[src/rtl/tdm_pkg.sv]
// Shared constants and state encoding for the 16-channel TDM path.
// Also reused by the transmit-side scanner.
package tdm_pkg;

  localparam int N_CH = 16;
  localparam int IDX_W = 4;

  localparam logic [IDX_W-1:0] FRAME_LAST = 4'd15;

  typedef enum logic {
    IDLE = 1'b0,
    RUN  = 1'b1
  } state_t;

endpackage

[src/rtl/demux1_4.sv]
// Registered 1:4 write-enable decoder.
// q holds the one-hot decode of sel, gated by en.
module demux1_4 #(
  parameter logic [3:0] RST_Q = 4'b0000
) (
  input  logic       clk,
  input  logic       rst_n,
  input  logic [1:0] sel,
  input  logic       en,
  output logic [3:0] q
);

  logic [3:0] dec;

  always_comb begin
    dec = 4'b0000;
    if (en) begin
      unique case (1'b1)
        (sel == 2'd0): dec = 4'b0001;
        (sel == 2'd1): dec = 4'b0010;
        (sel == 2'd2): dec = 4'b0100;
        (sel == 2'd3): dec = 4'b1000;
        default:       dec = 4'b0000;
      endcase
    end
  end

  always_ff @(posedge clk or negedge rst_n) begin
    if (!rst_n) q <= RST_Q;
    else        q <= dec;
  end

endmodule

[src/rtl/tdm_demux16.sv]
// 16-channel TDM demultiplexer: serial beats to a registered 16-bit word.
// Slot enables are a registered decode of the next index, ready at each beat.
module tdm_demux16
  import tdm_pkg::*;
(
  input  logic             clk,
  input  logic             rst_n,
  input  logic             din,
  input  logic             din_valid,
  input  logic             frame_start,
  output logic [N_CH-1:0]  dout,
  output logic             frame_done,
  output logic             sync_err,
  output logic             locked,
  output logic [IDX_W-1:0] ch_idx
);

  state_t            state;
  state_t            state_n;
  logic [IDX_W-1:0]  idx_n;
  logic [N_CH-1:0]   shadow;
  logic [N_CH-1:0]   shadow_n;
  logic [N_CH-1:0]   wr;
  logic [N_CH-1:0]   slot;
  logic              load;
  logic              fd_n;
  logic              se_n;
  logic [3:0]        hi_q;
  logic [3:0]        lo_q [4];

  // Nibble select: top level of the inverted mux tree
  demux1_4 #(.RST_Q(4'b0001)) u_hi (
    .clk   (clk),
    .rst_n (rst_n),
    .sel   (idx_n[3:2]),
    .en    (1'b1),
    .q     (hi_q)
  );

  for (genvar n = 0; n < 4; n++) begin : g_lo
    localparam logic [3:0] RQ = (n == 0) ? 4'b0001 : 4'b0000;

    demux1_4 #(.RST_Q(RQ)) u_lo (
      .clk   (clk),
      .rst_n (rst_n),
      .sel   (idx_n[1:0]),
      .en    (idx_n[3:2] == 2'(n)),
      .q     (lo_q[n])
    );

    assign slot[4*n +: 4] = lo_q[n] & {4{hi_q[n]}};
  end

  always_comb begin
    state_n = state;
    idx_n   = ch_idx;
    wr      = '0;
    load    = 1'b0;
    fd_n    = 1'b0;
    se_n    = 1'b0;
    unique case (state)
      IDLE: begin
        if (din_valid && frame_start) begin
          wr      = 16'h0001;
          idx_n   = 4'd1;
          state_n = RUN;
        end
      end
      RUN: begin
        if (din_valid) begin
          if (frame_start || ch_idx == '0) begin
            se_n  = frame_start && (ch_idx != '0);
            wr    = 16'h0001;
            idx_n = 4'd1;
          end else begin
            wr = slot;
            if (ch_idx == FRAME_LAST) begin
              load  = 1'b1;
              fd_n  = 1'b1;
              idx_n = '0;
            end else begin
              idx_n = ch_idx + 4'd1;
            end
          end
        end
      end
      default: state_n = IDLE;
    endcase
    shadow_n = (shadow & ~wr) | (wr & {N_CH{din}});
  end

  always_ff @(posedge clk or negedge rst_n) begin
    if (!rst_n) begin
      state      <= IDLE;
      ch_idx     <= '0;
      shadow     <= '0;
      dout       <= '0;
      frame_done <= 1'b0;
      sync_err   <= 1'b0;
    end else begin
      state      <= state_n;
      ch_idx     <= idx_n;
      shadow     <= shadow_n;
      frame_done <= fd_n;
      sync_err   <= se_n;
      // shadow_n already carries din in bit 15 on the completing beat
      if (load) dout <= shadow_n;
    end
  end

  assign locked = (state == RUN);

endmodule

[config.mk]
export PLATFORM = sky130hd
export DESIGN_NAME = tdm_demux16
export DESIGN_NICKNAME = d
export VERILOG_FILES = /design/src/rtl/tdm_pkg.sv /design/src/rtl/demux1_4.sv /design/src/rtl/tdm_demux16.sv
export SDC_FILE = /design/constraint.sdc
export NUM_CORES = 1
export LEC_CHECK = 0
export ABC_AREA = 1
export BUFFER_PORTS_ARGS = -buffer_cell sky130_fd_sc_hd__buf_4
export CORE_MARGIN = 10
export CORE_UTILIZATION = 40
export DETAILED_ROUTE_END_ITERATION = 10
export PLACE_DENSITY = 0.68
export SYNTH_ARGS = -nofsm -noshare
export SYNTH_HDL_FRONTEND = slang
export SYNTH_SLANG_ARGS = --single-unit
[constraint.sdc]
create_clock -name clk -period 2 [get_ports clk]
set_input_delay 0 -clock clk [delete_from_list [all_inputs] [get_ports clk]]
set_output_delay 0 -clock clk [all_outputs]
set_load 0.05 [all_outputs]
# Word-level counts from Yosys, hierarchy flattened
# Cells that the tools add are included.
[word_totals]
output_inout_bits = 23
word_cells = 59
register_bits = 59
input_bits = 5
[classes]
bitwise = 9
add_sub_neg = 1
eq_ne = 7
mux = 24
n_reduce_logical = 7
[op_table]
columns = ["cell", "count"]
rows = [
  ["AND 16 bit", 2],
  ["two-way mux 16 bit", 2],
  ["two-way mux 4 bit", 8],
  ["one-hot mux 16 bit (2 select lines)", 1],
  ["one-hot mux 4 bit (4 select lines)", 2],
  ["AND 4 bit", 4],
  ["inverter 16 bit", 1],
  ["bitwise OR 16 bit", 1],
  ["two-way mux 1 bit", 10],
  ["equality test 2 bit (second input constant)", 4],
  ["one-hot mux 4 bit (2 select lines)", 1],
  ["adder 4 x 1 -> 4 bit (second input constant)", 1],
  ["equality test 2 x 1 -> 1 bit (second input constant)", 2],
  ["equality test 4 bit (second input constant)", 1],
  ["logical NOT 2 bit", 2],
  ["logical NOT 4 bit", 1],
  ["nonzero test 4 bit", 1],
  ["logical AND 1 bit", 2],
  ["logical OR 1 bit", 1],
  ["inverter 1 bit", 1],
]

# Logic depth before layout (Yosys ltp)
# Gate-level depths: netlist of run 1.
[depth]
ltp_word = 8
mapped_depth = 9
ltp_nobuf = 9

# Hierarchy
# Synthesis of run 1 repeated with hierarchy kept, for this count alone.
[unflattened]
cells_unflattened = 301
area_unflattened_um2 = 2613.8
[modules_own_cells]
columns = ["module", "cells_each", "area_each_um2", "n_inst", "seq_area_each_um2"]
rows = [
  ["tdm_demux16", 241, 1960.6, 1, 975.9],
  ["demux1_4 at g_lo[1].u_lo ...", 12, 130.1, 3, 100.1],
  ["demux1_4 at g_lo[0].u_lo ...", 12, 131.4, 2, 101.3],
]

# Least setup slack after synthesis of run 1
# No wires, ideal clock.
[synth_timing]
path_kind = "register to register"
startpoint = "register ch_idx[0]"
endpoint = "register dout[10]"
setup_time_ns = 0.118
path_buffers = 1
stages_incl_launch_ff = 10
slack_ns = 0.179
synth_period_minus_slack_ns = 1.821
arrival_ns = 1.703
t_required_ns = 1.882
path_cell_list = "dfrtp_1 -> inv_1 -> ha_1 -> nand2_4 -> nand3_4 -> inv_2 -> nand2_4 -> buf_4 -> nand2_1 -> nand2_1"
[synth_via]
elab_chain_cells = 8
[synth_lines]
columns = ["element", "line_no", "rtl"]
rows = [
  ["start: declaration", "tdm_demux16.sv:15", "output logic [IDX_W-1:0] ch_idx"],
  ["start signal: assignment", "tdm_demux16.sv:102", "ch_idx <= idx_n;"],
  ["logical NOT 4 bit", "tdm_demux16.sv:71", "if (frame_start || ch_idx == '0) begin"],
  ["logical OR 1 bit", "tdm_demux16.sv:71", ""],
  ["two-way mux 16 bit", "tdm_demux16.sv:71", ""],
  ["two-way mux 16 bit", "tdm_demux16.sv:70", "if (din_valid) begin"],
  ["one-hot mux 16 bit (2 select lines)", "tdm_demux16.sv:61", "unique case (state)"],
  ["inverter 16 bit", "tdm_demux16.sv:89", "shadow_n = (shadow & ~wr) | (wr & {N_CH{din}});"],
  ["AND 16 bit", "tdm_demux16.sv:89", ""],
  ["bitwise OR 16 bit", "tdm_demux16.sv:89", ""],
  ["end signal: assignment", "tdm_demux16.sv:107", "if (load) dout <= shadow_n;"],
  ["end: declaration", "tdm_demux16.sv:11", "output logic [N_CH-1:0] dout,"],
]
# Several ways; a longest one is shown, not always the timed one.
# A chain may end at the register's enable or synchronous reset.

# Worst setup path in the final report of run 1
[layout_timing]
startpoint = "register ch_idx[0]"
endpoint = "register shadow[8]"
[layout_via]
elab_chain_cells = 8
[layout_lines]
columns = ["element", "line_no", "rtl"]
rows = [
  ["logical NOT 4 bit (*)", "tdm_demux16.sv:71", ""],
  ["logical OR 1 bit (*)", "tdm_demux16.sv:71", ""],
  ["two-way mux 16 bit (*)", "tdm_demux16.sv:71", ""],
  ["two-way mux 16 bit (*)", "tdm_demux16.sv:70", ""],
  ["one-hot mux 16 bit (2 select lines) (*)", "tdm_demux16.sv:61", ""],
  ["inverter 16 bit", "tdm_demux16.sv:89", ""],
  ["AND 16 bit", "tdm_demux16.sv:89", ""],
  ["bitwise OR 16 bit (*)", "tdm_demux16.sv:89", ""],
  ["via shadow_n[8]", "tdm_demux16.sv:22", "logic [N_CH-1:0] shadow_n;"],
  ["end signal: assignment", "tdm_demux16.sv:103", "shadow <= shadow_n;"],
  ["end: declaration", "tdm_demux16.sv:21", "logic [N_CH-1:0] shadow;"],
]
# Mark *: on every way through the listed nets, which the timed path passes. The rest lies on a longest branch.

==> impl_metrics.tcl, run 1 <==
set metrics [dict create \
    antenna_found_initial 0 \
    slew_violations 0 \
    cts.sinks 59 \
    ys_seq_elements 59 \
    cts_root_buf "clkbuf_8" \
    ys_seq_area_share_pct 57.60 \
    hold_start "din_valid" \
    gp_congestion 0.8684 \
    status "completed" \
    multi_input_area_um2 974.7 \
    grt-ovfl-total 0 \
    worstSkewPairLatency_ns 0.33 \
    fin_cells 394 \
    synth-edff-count 0 \
    path_cells "inv_1 -> ha_1 -> nand2_4 -> nand2_1 -> inv_2 -> nand3_1 -> and2_1" \
    layout-drive-gt1-share_pct 18.30 \
    synth_ff_type "dfrtp_1" \
    setup_violations 0 \
    syn_inst 278 \
    fp-row-count 29 \
    yosys-top-cells-area "dfrtp_1 56%, nand2_1 11%, nand3_1 7.4%, nor2_1 5.1%, and2_1 3.9%" \
    start_util_pct 40.90 \
    grt_pass1_vias 1935 \
    synthArstFlopShare_pct 100.0 \
    endpoint_kind "register" \
    cts-htree-levels 3 \
    cts_resized 0 \
    grt_use_total_pct 11.51 \
    synth.most_common_cell "nand2_1" \
    initialDrtViolationCount 140 \
    cp.required_ns 2.22 \
    tns_ns 0 \
    critPathArrivalTime_ns 1.95 \
    cp.depth 7 \
    grt_pass1_wl_um 9259 \
    irDropWorstVdd_v 0.0004090 \
    dieArea_um2 10020 \
    num-fill-cells 603 \
    post-synth-top-area-fraction_pct 55.56 \
    cp-start-kind "register" \
    clock.fmax_ghz 0.5786 \
    whs_path_depth 4 \
    power_leakage_nw 1.705 \
    first_pass_iters 5 \
    power_density_nw_per_um2 929.5 \
    maxCapViolCount 0 \
    drc 0 \
    avgRoutedWirePerCell_um 13.63 \
    clk_path_buf_depth 2 \
    grt_start_max_net_pins 60 \
    numPortBuffers 27 \
    path_class "reg2reg" \
    die_w_um 100.1 \
    synth_area_leader_cell "dfrtp_1" \
    netlist_area_um2 2567 \
    clkTransAtPathRegs_ns 0.07 \
    ys_top_cells_by_count "72 x nand2_1, 57 x dfrtp_1, 38 x nand3_1, 35 x nor2_1, 17 x inv_1" \
    finalCriticalPeriod_ns 1.728 \
    coreArea_um2 6277 \
    antennaDiodeCount 0 \
    cts_buffers 9 \
    worstReg2RegStart "ch_idx[0]" \
    cts_tree "yes" \
    cp_slowest_stage_delay_ns 0.44 \
    worst-path-max-fanout 24 \
    fin_crit_sh_pct 86.41 \
    rr_worst_depth 7 \
    fin_worst_skew_ns 0.005490 \
    via_per_inst 4.906 \
    dp_hpwl_um 3600 \
    synth_cell_types 26 \
    die_h_um 100.1 \
    area_growth_pct 18.13 \
    dp_cells 378 \
    syn_nets 285 \
    avgSynthCellArea_um2 9.235 \
    min_path_type "in2reg" \
    worstMarginPinSlew_ns 0.7237 \
    wirelength_um 5369 \
    finalHoldViolCount 0 \
    io_pins 28 \
    slew_headroom_pct 51.75 \
    critPathSlowestCell "dfrtp_1" \
    cp-startpoint "ch_idx[0]" \
    num_vias 1933 \
    rsz0062_at_grt "false" \
    critPathBufInv 2 \
    yosysWarningCount 0 \
    r2r_setup_slack_ns 0.27 \
    critical_path.top_delay_family "simple AND/OR/NAND/NOR gates" \
    layout.nets 320 \
    regArea_um2 1479 \
    detail-route-antenna-nets 0 \
]
==> cells in the final DEF, fill, tap and decap left out, drive strengths merged, types with 3 or more instances in the layout <==
master  count
nand3      41
a21o       12
nand2      76
nor2       37
nand4       3
and2       16
buf        29
inv        19
clkinv      3
dfrtp      57
clkbuf     13
o21bai      3
==> cells by family after synthesis <==
logic type	share of synthesized area, %
adder cells (fa/ha/maj)	0.9745
buffers and inverters	4.434
flip-flops	57.60
AO/OA/AOI/OAI	5.020
AND/OR/NAND/NOR	31.97
==> stage by stage <==
step           instance area [µm²]  total power, W  utilization (%)  worst slack [ns]  hold WS, ns
4_1_cts                       3033        0.002845            48.32            0.2766      0.09176
5_1_grt                       3033        0.002953            48.32           0.09727       0.1368
3_3_place_gp                  2844        0.001837            45.31            0.3462       0.1077
6_report                      3033        0.002819            48.32            0.2717       0.1174
2_1_floorplan                 2567        0.001711                -            0.1795      -0.2956
3_5_place_dp                  2844        0.001846            45.31            0.2956       0.1172
==> flip-flops by register name, indices dropped and copies added (netlist names) <==
name and cells:
dout 16, g_lo.u_lo.q 16, shadow 16, ch_idx 4
u_hi.q 4, frame_done 1, locked 1, sync_err 1
==> tightest hold or removal path, stage by stage <==
cell and delay [ns]:
buf_4 0.10, nand2_1 0.05, nand2_1 0.11, nand2_1 0.12
==> final cells by class <==
type	count	share of cell area, %
clock buffers	13	5.569
well taps	77	3.177
inverters	20	2.517
clock inverters	2	0.3300
repair buffers	30	7.508
multi-input cells	193	32.14
flip-flops and latches	59	48.76
==> routing by layer <==
metal  wire length [µm]  global-route usage (%)  vias up
li1                   -                       -      959
met1               2355                   13.91      913
met2               2597                   17.67       55
met3                347                   4.327        6
met4                 68                   5.652        0
met5                  0                       0        -
==> final timing paths <==
| kind | end |
|---|---|
| max | shadow[8] |
| min | ch_idx[2] |
| max reg2reg | shadow[8] |
| min reg2reg | dout[14] |
| max in group asynchronous | dout[11] |
| min in group asynchronous | frame_done |
==> power by group <==
group          switching, W  total (W)  internal, W
clock              0.000448   0.000989     0.000541
combinational      0.000307   0.000458     0.000151
sequential        0.0000642    0.00137      0.00131
total              0.000819    0.00282      0.00200
==> repair_timing <==
item	4_1_cts	5_1_grt
buffers inserted	0	0
endpoints found under the hold margin	57	0
hold buffers	1	0
Note: power is estimated with default switching activity, not from simulation.
==> inputs of run 2 (changes only) <==
--- a/config.mk
+++ b/config.mk
@@ -5,7 +5,7 @@
 export SDC_FILE = /design/constraint.sdc
 export NUM_CORES = 1
 export LEC_CHECK = 0
-export ABC_AREA = 1
+export ABC_AREA = 0
 export BUFFER_PORTS_ARGS = -buffer_cell sky130_fd_sc_hd__buf_4
 export CORE_MARGIN = 10
 export CORE_UTILIZATION = 40
==> constraint.sdc (replaced) <==
create_clock -name clk -period 2 [get_ports clk]
set_input_delay 0 -clock clk [delete_from_list [all_inputs] [get_ports clk]]
set_output_delay 0 -clock clk [all_outputs]
set_load 0.1 [all_outputs]
==> run 2 against run 1 <==
Compared with the run above:
- combinational power increased by 110%
- clock power up 21%
- critical path depth did not move
- first-iteration DRC count shrank 71%
- routed wire length decreased by 13%
- final cell count down 23%
- sequential share of layout area shrank 1.6 points
- the run now ends with setup timing left
- synthesized area is 7.7% lower
- clock skew up 0.0036 ns
- via count decreased by 21%
==> impl_metrics.tcl, run 2 <==
set metrics [dict create \
    status "complete, but fails checks" \
    failed_checks "setup timing" \
    critPathArrivalTime_ns 2.26 \
    cp-startpoint "ch_idx[1]" \
    netSwitchingFraction_pct 31.82 \
    hold_start "din" \
    clock.fmax_ghz 0.4908 \
    switchingPower_w 0.001142 \
    drc 0 \
    ys_top_cells_by_count "57 x dfrtp_1, 32 x mux2_2, 16 x nor3_1, 15 x nand4_1, 7 x nor2_1" \
    layout-drive-gt1-share_pct 47.83 \
    fin_crit_sh_pct 101.9 \
    critPathSlowestCell "dfrtp_4" \
    grtUsageMet2_pct 14.72 \
    cts.sinks 59 \
    fin_worst_skew_ns 0.009073 \
    worstReg2RegStart "ch_idx[1]" \
    clkTransAtPathRegs_ns 0.07 \
    mostFrequentLayoutCells "52 x dfrtp_1, 42 x buf_4, 31 x mux2_4" \
    crit_top_cell "mux2_4" \
    cts-htree-levels 3 \
    syn_inst 178 \
    fin_ws_ns -0.03750 \
    worstMarginPinSlew_ns 0.7084 \
    avgRoutedWirePerCell_um 15.53 \
    netlist_area_um2 2369 \
    cts_tree "yes" \
    detail-route-antenna-nets 0 \
    synth_cell_types 32 \
    dp_hpwl_um 3096 \
    synth_xor_area_share_pct 0 \
    slew_violations 0 \
    yosysWarningCount 0 \
    first_pass_iters 4 \
    post_cts_buffers 0 \
    final_common_cell "dfrtp_1" \
    p_int_w 0.002446 \
    min_path_type "in2reg" \
    ys_seq_elements 59 \
    synth.most_common_cell "dfrtp_1" \
    synthAdderAreaFrac_pct 1.057 \
    fin_cells 302 \
    worst-path-max-fanout 15 \
    cts_root_buf "clkbuf_8" \
    coreArea_um2 5642 \
    power_leakage_nw 1.541 \
    maxCapViolCount 0 \
    post-synth-top-area-fraction_pct 60.22 \
    syn_nets 185 \
    met3_usage_pct 5.181 \
    share_seq_of_total_power_pct 39.9 \
    grt_start_max_net_pins 60 \
    layout.nets 232 \
    pwr-share-clk_pct 33.3 \
    endpoint_kind "register" \
    multi_input_area_um2 960.9 \
    initialDrtViolationCount 40 \
    cp-start-kind "register" \
    fp-row-count 27 \
    via_per_inst 5.086 \
    irDropWorstVdd_v 0.0007884 \
    synth-edff-count 0 \
    synth-compound-area-share_pct 5.124 \
    finalHoldViolCount 0 \
    die_w_um 96.95 \
    synthArstFlopShare_pct 100.0 \
    comb_power_share_pct 26.7 \
    synth_ff_type "dfrtp_1" \
    tns_ns -0.3643 \
    globalRoute.busiestLayer "met2" \
    num_vias 1536 \
    r2r_setup_slack_ns -0.04 \
    use_met1_pct 13.49 \
    grt-ovfl-total 0 \
    io_pins 28 \
    power_w 0.003588 \
    dp_cells 282 \
    synth_mux_area_share_pct 15.21 \
    avgSynthCellArea_um2 13.31 \
    clk_path_buf_depth 2 \
    finalCriticalPeriod_ns 2.037 \
    regArea_um2 1490 \
    grt_pass1_wl_um 8148 \
    numPortBuffers 27 \
    path_cells "inv_4 -> ha_4 -> or3b_4 -> buf_12 -> nand4_1 -> mux2_4 -> mux2_4" \
    cts_buffers 9 \
    ys_seq_area_share_pct 62.44 \
    start_util_pct 41.98 \
    path_class "reg2reg" \
    cp.required_ns 2.22 \
    area_growth_pct 33.39 \
    antennaDiodeCount 0 \
    yosys-top-cells-area "dfrtp_1 60%, mux2_2 15%, nand4_1 4.0%, nor3_1 3.4%, dfstp_2 2.2%" \
    num-fill-cells 488 \
    setup_violations 15 \
    power_density_nw_per_um2 1136 \
    reg.largest.list "dout x16, g_lo.u_lo.q x16, shadow x16" \
    dieArea_um2 9399 \
    worstSkewPairLatency_ns 0.34 \
    cp_slowest_stage_delay_ns 0.49 \
    rsz0062_at_grt "true" \
    grt_use_total_pct 10.70 \
    slew_headroom_pct 52.77 \
    wirelength_um 4689 \
    synth_area_leader_cell "dfrtp_1" \
    antenna_found_initial 0 \
    grt_pass1_vias 1563 \
    yosys.area_share.simple_pct 12.68 \
    die_h_um 96.95 \
    synth_top_family_by_area "multiplexers" \
    gp_congestion 0.7884 \
]
run 2: routing by layer:
| layer | share of wire, % | vias to the layer above | routed length [µm] |
|---|---|---|---|
| met5 | 0 | - | 0 |
| met4 | 1.7 | 0 | 81 |
| met3 | 5.6 | 8 | 262 |
| met2 | 46 | 27 | 2167 |
| met1 | 46 | 760 | 2177 |
| li1 | - | 741 | - |
run 2: cell type report:
cell class	instances	area share, %
clock buffers	11	4.475
inverters	5	0.7525
well taps	72	2.851
clock inverters	5	2.455
multi-input cells	103	30.42
repair buffers	47	11.88
flip-flops and latches	59	47.17
run 2: critical path, delay by kind of cell, from the launching register on:
family	cells	cell delay, ns
AND/OR/NAND/NOR	2	0.51
adder cells (fa/ha/maj)	1	0.12
flip-flops	1	0.49
buffers and inverters	2	0.23
multiplexers	2	0.57
run 2: power groups by stage:
stage / clock network (W) / registers (W) / logic [W]
6_report: 0.00120 / 0.00143 / 0.000959
5_1_grt: 0.00129 / 0.00145 / 0.00105
4_1_cts: 0.00123 / 0.00143 / 0.000952
3_5_place_dp: 0 / 0.00145 / 0.000934
3_3_place_gp: 0 / 0.00145 / 0.000927
2_1_floorplan: 0 / 0.00168 / 0.000439
run 2: kinds of logic after synthesis:
kind of cell | count (synthesis)
muxes | 32
and+or+nand+nor | 54
DFF | 59
AOI/OAI and AO/OA | 15
buffers and inverters | 16
adders and majority gates | 2
run 2: final timing paths:
check	endpoint	depth (start not counted)
max	dout[8]	7
min	shadow[5]	2
max reg2reg	dout[8]	7
min reg2reg	shadow[10]	1
max in group asynchronous	ch_idx[1]	2
min in group asynchronous	g_lo[3].u_lo.q[0]	2
run 2: per-stage QoR:
step	worst slack [ns]	area, µm²	hold slack (ns)	util (%)
floorplan	-0.2499	2496	-0.2956	-
global placement	-0.02502	2851	0.1017	50.54
detailed placement	-0.03577	2851	0.1061	50.54
CTS	-0.03720	3144	0.05269	55.73
global route	-0.09231	3159	0.06278	56.00
finish	-0.03750	3159	0.05554	56.00
run 2: repair_timing:
action / in CTS / in global routing
pin swaps: 1 / 3
hold buffers: 4 / 0
endpoints found under the setup margin: 16 / 24
resized for setup: 9 / 6
endpoints found under the hold margin: 59 / 0
